[src/rtl/life_pkg.sv]
// rtl/life_pkg.sv - shared types and constants for the life sequencer slice
//
// Purpose: state encoding and grid geometry shared by the sequencer and its
// tick divider.
// Ports: none (package).
package life_pkg;

  localparam int GRID_W           = 64;
  localparam int ROW_W            = 8;
  localparam int TICK_DIV_DEFAULT = 4;

  typedef enum logic [1:0] {
    ST_IDLE = 2'd0,
    ST_RUN  = 2'd1,
    ST_STEP = 2'd2,
    ST_HALT = 2'd3
  } state_t;

endpackage

[src/rtl/life_sequencer_tick_divider.sv]
// rtl/life_sequencer_tick_divider.sv - generation pacing counter for RUN mode
//
// Purpose: counts 0..DIV-1 while enabled and wraps; tc marks the last count.
// Ports:
//   clk    in   system clock
//   reset  in   synchronous active-high reset
//   clear  in   synchronous clear of the count (wins over enable)
//   enable in   advance the count this cycle
//   tc     out  terminal count: enable && count == DIV-1
module tick_divider #(
  parameter int DIV = 4
) (
  input  logic clk,
  input  logic reset,
  input  logic clear,
  input  logic enable,
  output logic tc
);

  // DIV == 1 still needs a one-bit counter that simply never leaves zero.
  localparam int CW = (DIV > 1) ? $clog2(DIV) : 1;
  localparam logic [CW-1:0] LAST = CW'(DIV - 1);

  logic [CW-1:0] cnt;

  always_ff @(posedge clk) begin
    if (reset || clear) begin
      cnt <= '0;
    end else if (enable) begin
      cnt <= (cnt == LAST) ? '0 : cnt + 1'b1;
    end
  end

  assign tc = enable && (cnt == LAST);

endmodule

[src/rtl/life_sequencer.sv]
// rtl/life_sequencer.sv - load/run/step/pause sequencer around the life datapath
//
// Purpose: owns the current-grid register, applies one generation per STEP or
// per divider tick in RUN, counts generations (saturating) and halts on
// extinction or still life. Optional period-2 detection under the macro
// LIFE_OSC2_DETECT_EN.
// Ports:
//   clk          in   system clock
//   reset        in   synchronous active-high reset
//   seed[63:0]   in   initial pattern, bit r*8+c = cell (row r, col c)
//   load         in   capture seed (highest priority command)
//   run          in   start free-running evolution
//   step         in   advance exactly one generation
//   pause        in   stop RUN, back to IDLE
//   grid_evolve  in   next generation from the combinational datapath
//   grid         out  current grid register
//   gen_count    out  generations applied since last load
//   busy         out  state is RUN or STEP
//   done         out  state is HALT
//   extinct      out  halted because the grid was empty
//   stable       out  halted because the grid was a still life
//   osc2         out  halted on a period-2 pattern (LIFE_OSC2_DETECT_EN only)
module life_sequencer
  import life_pkg::*;
#(
  parameter int TICK_DIV = TICK_DIV_DEFAULT,
  parameter int GEN_W    = 16
) (
  input  logic              clk,
  input  logic              reset,
  input  logic [63:0]       seed,
  input  logic              load,
  input  logic              run,
  input  logic              step,
  input  logic              pause,
  input  logic [63:0]       grid_evolve,
  output logic [63:0]       grid,
  output logic [GEN_W-1:0]  gen_count,
  output logic              busy,
  output logic              done,
  output logic              extinct,
`ifdef LIFE_OSC2_DETECT_EN
  output logic              osc2,
`endif
  output logic              stable
);

  localparam logic [1:0] IDLE = ST_IDLE;
  localparam logic [1:0] RUN  = ST_RUN;
  localparam logic [1:0] STEP = ST_STEP;
  localparam logic [1:0] HALT = ST_HALT;

  logic [1:0]       state;
  logic             tick;
  logic             advance;
  logic             is_empty;
  logic             is_still;
  logic             halt_now;
  logic [GEN_W-1:0] gen_next;

  // The divider only counts in RUN; it is held at zero everywhere else so a
  // run command always starts a full TICK_DIV period.
  tick_divider #(
    .DIV (TICK_DIV)
  ) u_tick (
    .clk    (clk),
    .reset  (reset),
    .clear  ((state != RUN) || load || pause),
    .enable (state == RUN),
    .tc     (tick)
  );

  // Update point: the single STEP cycle, or a divider tick in RUN that is not
  // pre-empted by load/pause.
  assign advance = !load && ((state == STEP) || ((state == RUN) && !pause && tick));

  assign is_empty = (grid == '0);
  assign is_still = (grid_evolve == grid);

`ifdef LIFE_OSC2_DETECT_EN
  logic [63:0] prev_grid;
  logic        is_osc2;

  // Needs two applied generations so prev_grid holds a real ancestor.
  assign is_osc2  = (grid_evolve == prev_grid) && (gen_count > GEN_W'(1));
  assign halt_now = is_empty || is_still || is_osc2;
`else
  assign halt_now = is_empty || is_still;
`endif

  assign gen_next = (gen_count == {GEN_W{1'b1}}) ? gen_count : gen_count + 1'b1;

  always_ff @(posedge clk) begin
    if (reset) begin
      state     <= IDLE;
      grid      <= '0;
      gen_count <= '0;
      extinct   <= 1'b0;
      stable    <= 1'b0;
    end else if (load) begin
      state     <= IDLE;
      grid      <= seed;
      gen_count <= '0;
      extinct   <= 1'b0;
      stable    <= 1'b0;
    end else if (advance) begin
      if (halt_now) begin
        // Causes are prioritised: empty, then still, then period-2.
        state <= HALT;
        if (is_empty) begin
          extinct <= 1'b1;
        end else if (is_still) begin
          stable <= 1'b1;
        end
      end else begin
        grid      <= grid_evolve;
        gen_count <= gen_next;
        state     <= (state == STEP) ? IDLE : state;
      end
    end else begin
      case (state)
        IDLE: begin
          if (!pause) begin
            if (step) begin
              state <= STEP;
            end else if (run) begin
              state <= RUN;
            end
          end
        end
        RUN: begin
          if (pause) begin
            state <= IDLE;
          end
        end
        default: begin
        end
      endcase
    end
  end

`ifdef LIFE_OSC2_DETECT_EN
  always_ff @(posedge clk) begin
    if (reset || load) begin
      prev_grid <= '0;
      osc2      <= 1'b0;
    end else if (advance) begin
      if (!halt_now) begin
        prev_grid <= grid;
      end else if (!is_empty && !is_still) begin
        osc2 <= 1'b1;
      end
    end
  end
`endif

  assign busy = (state == RUN) || (state == STEP);
  assign done = (state == HALT);

endmodule

[config.mk]
export PLATFORM = sky130hd
export DESIGN_NAME = life_sequencer
export DESIGN_NICKNAME = d
export VERILOG_FILES = /design/src/rtl/life_pkg.sv /design/src/rtl/life_sequencer_tick_divider.sv /design/src/rtl/life_sequencer.sv
export SDC_FILE = /design/constraint.sdc
export NUM_CORES = 1
export LEC_CHECK = 0
export CORE_UTILIZATION = 59
export CTS_CLUSTER_DIAMETER = 120
export DETAILED_ROUTE_END_ITERATION = 8
export DONT_BUFFER_PORTS = 1
export GPL_ROUTABILITY_DRIVEN = 0
export GPL_TIMING_DRIVEN = 0
export PLACE_DENSITY = 0.75
export RECOVER_POWER = 25
export SKIP_CTS_REPAIR_TIMING = 1
export SYNTH_ARGS = -nofsm -noshare
export SYNTH_HDL_FRONTEND = slang
export SYNTH_SLANG_ARGS = --single-unit
export TNS_END_PERCENT = 50
[constraint.sdc]
create_clock -name clk -period 4.89 [get_ports clk]
set_clock_uncertainty 0.1 [all_clocks]
set_input_delay 0.489 -clock clk [delete_from_list [all_inputs] [get_ports clk]]
set_output_delay 0.489 -clock clk [all_outputs]
set_load 0.01 [all_outputs]
=== Yosys cells after proc, flatten, opt, wreduce, memory -nomap -nowiden ===
Cells that the tools add are included.
Widths: inputs -> output; s select.

* Bits of input ports: 134
* Memory bits (read-only): 0
* Flip-flop bits (word level): 86
* Memories: 0
* RAM bits: 0
* Logic and storage cells: 57
* Latch bits: 0

* Bitwise gates (word level): 3
* Div/mod/pow operators: 0
* Mux-type cells: 12
* Add/subtract/negate cells: 2
* Multipliers: 0
* Magnitude comparators: 0
* Reductions and logical operators: 22
* Equality and inequality tests: 12
* Shift operators: 0

{| class="wikitable"
|+ Operator list
! cell !! count
|-
| $mux 64 || 3
|-
| $eq 64x64->1 || 1
|-
| $logic_not 64->1 || 1
|-
| $add 16x1->16 const B || 1
|-
| $eq 16x16->1 const B || 1
|-
| $mux 2 || 8
|-
| $eq 2x2->1 const B || 3
|-
| $logic_or 1x1->1 || 6
|-
| $ne 3x3->1 const B || 2
|-
| $reduce_and 3->1 || 2
|-
| $reduce_and 5->1 || 1
|-
| $logic_and 1x1->1 || 4
|-
| $ne 4x4->1 const B || 1
|-
| $pmux 2 s2 || 1
|-
| $reduce_and 4->1 || 1
|-
| $ne 3x1->1 const B || 1
|-
| $not 1->1 || 3
|-
| $reduce_bool 3->1 || 1
|-
| $add 2x1->2 const B || 1
|-
| $eq 2x1->1 const B || 1
|-
| $logic_not 1->1 || 2
|-
| $logic_not 2->1 || 1
|-
| $ne 2x1->1 const B || 1
|-
| $ne 2x2->1 const B || 1
|-
| 3 further kinds || 3
|}

=== Logic depth before layout (Yosys ltp) ===
* Depth after elaboration: 7
* Depth in mapped cells: 10
* Gate-level depth less buffers: 9

=== Cells and area by module ===
From an unflattened synthesis, not the netlist that was laid out.

* Cells, all modules: 557
* Area total of the unflattened synthesis: 5415.2 um^2

{| class="wikitable"
|+ By module, submodules not included
! module !! instances !! cells an instance !! seq. area each (um^2) !! area each (um^2)
|-
| life_sequencer || 1 || 548 || 1681.6 || 5313.8
|-
| tick_divider || 1 || 9 || 40.0 || 101.3
|}

=== Worst setup path after synthesis ===
OpenSTA, ideal clock, no wires.

* Path kind: input-to-reg
* From: input grid_evolve[51]
* To: register grid[10]
* Setup time: 0.122 ns
* Cell stages on the path: 9
* Data required time: 4.668 ns
* Path slack: 2.495 ns
* Path buffers: 2
* Arrival: 2.174 ns
* Cells stage by stage: xnor2_1 -> nand4_1 -> nor4_2 -> nand4_2 -> nor3b_4 -> nor2b_4 -> buf_12 -> buf_8 -> a221o_1

* Cells in the longest elaborated chain, start to end: 4

{| class="wikitable"
|+ Ends and longest elaborated chain
! what !! RTL line !! text
|-
| start, declared || life_sequencer.sv:36 || <nowiki>input logic [63:0] grid_evolve,</nowiki>
|-
| $eq 64x64->1 || life_sequencer.sv:78 || <nowiki>assign is_still = (grid_evolve == grid);</nowiki>
|-
| $logic_or 1x1->1 || life_sequencer.sv:88 || <nowiki>assign halt_now = is_empty || is_still;</nowiki>
|-
| $ne 2x2->1 (no source line) || -- ||
|-
| $reduce_and 2->1 (no source line) || -- ||
|-
| end signal, assigned || life_sequencer.sv:116 || <nowiki>grid <= grid_evolve;</nowiki>
|-
| end, declared || life_sequencer.sv:37 || <nowiki>output logic [63:0] grid,</nowiki>
|}

No other way between the ends.
A chain may end at the register's enable or synchronous reset.

=== Final worst setup path ===
* From: register grid[13]
* To: register grid[30]

* Cells in the longest elaborated chain, start to end: 4
* Elaborated cells between the ends (all ways): 5
* Those cells by class: eq/ne: 2; reduce/logical: 3

{| class="wikitable"
|+ Ends and longest elaborated chain
! what !! RTL line
|-
| $eq 64x64->1 or $logic_not 64->1 (tied branches) || life_sequencer.sv:78, life_sequencer.sv:77
|-
| $logic_or 1x1->1 (*) || life_sequencer.sv:88
|-
| $ne 2x2->1 (no source line) (*) || --
|-
| $reduce_and 2->1 (no source line) (*) || --
|}

Every way passes the cells marked *; elsewhere a longest branch is shown, timed or not.

==> metrics <==
Syn. warnings 0; clock net sink count 86; Max Clk Rate 316.5 MHz; Post-Syn Instances 453; vias ~3800; Routed WL per cell 23.61 um; largest net degree at the start of global routing 14; DIE HEIGHT around 91 um; htree depth 3; RSZ-0062 raised after global routing false; Min-Delay Path Class in -> reg; Starting Density 60.48%; clock root cell clkbuf_8; CP Cell Sequence nor4_1 -> nand4_1 -> nor4_4 -> nor2_1 -> a21oi_2 -> clkbuf_1 -> and2_2 -> a221o_1; max_slew headroom 59.42%; initial DRC count 189; worst skew pair latency 350 ps; Max-Cap Viols 0; FF+latch count, synth 86; share of the synthesized area in the top cell type ~37%; drt total wl between 10 and 15 mm; CP max stage cell nor4_1; leading area contributor after synthesis dfxtp_1; CP Data Arrival Time 3350 ps; die area just over 8000 um2; Core Area 7687 um2; final max-slew violation count 0; worst hold stages 1; Worst path max stage delay 580 ps; top post-synthesis cells by count dfxtp_1, xnor2_1, a221o_1; Final TNS setup 0 ps; IO Port Bufs 0; Ports 218; Reg-to-Reg Start grid[13]; type of origin of the critical path register; Primary FF master, synth dfxtp_1; die width between 90 and 100 um; Power Total 1.542 mW; synthesis-to-finish area growth 7.374%; post-synthesis sequential area ratio 37.03%; Final ANT Viol Nets 0; CP Capture Type register; status finished clean; via/cell ratio 6.599; Final Hold Fails 0; RR Endpoint grid[30]; Final setup violation count 0; area of the multi-input gates 2689 um2; Worst Tran Pin Value approximately 600 ps; global-route usage over all layers 32.65%; R2R depth 8; Min Clock Period, post-route about 3200 ps; Placement Setup Slack ~1600 ps; LEAKAGE about 1.8 nW; final net count 604; Filler Cell Count 635; Synth Cell Area ~4600 um2; layout cell share with drive strength beyond 1 21.75%; hpwl dp 10.62 mm; ys async rst share 0%; most numerous cell in the Yosys netlist dfxtp_1; Syn Area/Cell 10.26 um2; hold path startpoint seed[55]; Worst-path clk slew ~90 ps; Hold Path End grid[55]; DRC 0; initial antenna violation count 0; area occupied by registers 1722 um2; diode count 0; Setup WS post-layout 1730 ps; vias in the first global route 3772; CTS Buf Count 9; Crit Path Max Fanout 10; top post-synthesis cells by area dfxtp_1, a221o_1, xnor2_1; clock buffer depth 2; Pre-antenna DRT Iters 5; Peak VDD IR 206.4 uV; global-route wire length before repair between 20 and 25 mm; site row count 32; R2R setup slack around 1700 ps; Synth cell types roughly 50; EDFF count, synth 0; fin crit share approximately 65%; Critical Path RT 5080 ps; Crit Path Category reg -> reg; Cell Pwr Density 308.8 nW/um2; CTS tree built; syn nets 593; gr ovfl total 0
-- stage by stage --
stage               instances  cell area [um2]  utilization [%]  hold WS, ps
detailed placement        555             4777            62.14        339.3
floorplan                 453             4649                -        303.8
global placement          555             4777            62.14        315.2
finish                    571             4992            64.94        164.5
global route              571             4992            64.94        151.8
CTS                       571             4992            64.94        157.9
-- state kept, by name (all words and copies together), names as in the netlist --
register and flops:
gen_count 16, state 2, stable 1, u_tick.cnt 2
extinct 1, grid 64
-- worst max-delay path by stage --
| stage | startpoint | to | slack, ps | depth (start not counted) |
|---|---|---|---|---|
| 3_3_place_gp | grid[13] | grid[29] | 1610 | 8 |
| 6_report | grid[13] | grid[30] | 1730 | 8 |
| 3_5_place_dp | grid[13] | grid[29] | 1640 | 8 |
| 5_1_grt | grid[13] | grid[29] | 1470 | 8 |
| 4_1_cts | grid[13] | grid[30] | 1640 | 8 |
| 2_1_floorplan | grid_evolve[51] | grid[10] | 2490 | 9 |
-- kinds of logic (layout without fill, tap and decap cells) --
kind of cell / count (synthesis) / in the layout / synth area share, %
buf+inv: 26 / 42 / 5.140
compound gates: 97 / 97 / 18.65
fa+ha+maj: 6 / 6 / 1.615
xor+xnor: 68 / 68 / 12.81
mux: 2 / 2 / 0.4306
flops: 86 / 86 / 37.03
simple gates: 168 / 168 / 24.33
-- worst max-delay path, delay by kind of cell, from the launching register on --
family,cells,cell delay [ps]
and+or+nand+nor,5,1650
AOI/OAI and AO/OA,2,570
buffers and inverters,1,390
DFF,1,380
-- power breakdown --
part	switching [mW]	internal (mW)	leakage, nW
clock network	0.248	0.301	0.110
registers	0.0689	0.736	0.706
logic	0.0867	0.101	0.955
-- cell usage in the layout, fill, tap and decap left out, drive strengths merged, types with 2 or more instances in the layout --
cell,netlist,routed
dfxtp,86,86
and2,65,65
xnor2,64,64
a221o,64,64
nand4,25,25
clkbuf,13,25
nor4,23,23
nor2,13,13
nand2,11,11
a21oi,11,11
o21ai,8,8
or3,8,8
buf,8,8
nand3,6,6
ha,6,6
inv,4,4
xor2,4,4
nor3,3,3
and3,3,3
nor2b,3,3
o31ai,2,2
and4,2,2
o31a,2,2
o21a,2,2
mux2i,2,2
bufinv,0,2
clkinv,0,2
or2,2,2
a311oi,2,2
-- final cells by class --
type                            instances  share of cell area [%]
Buffer                                 22                   4.486
Multi-Input combinational cell        341                   53.86
Clock inverter                          4                   1.404
Inverter                                4                  0.3008
Clock buffer                           12                   2.907
Sequential cell                        86                   34.49
Tap cell                              102                   2.556
-- metal layers --
metal  wire [um]  share of wire, %  global-route usage [%]
met1        5320                39                   39.54
met3        1464                11                   11.36
met2        6443                48                   54.04
met5           0                 0                       0
met4         251               1.9                   10.71
Note: power is estimated with default switching activity, not from simulation.
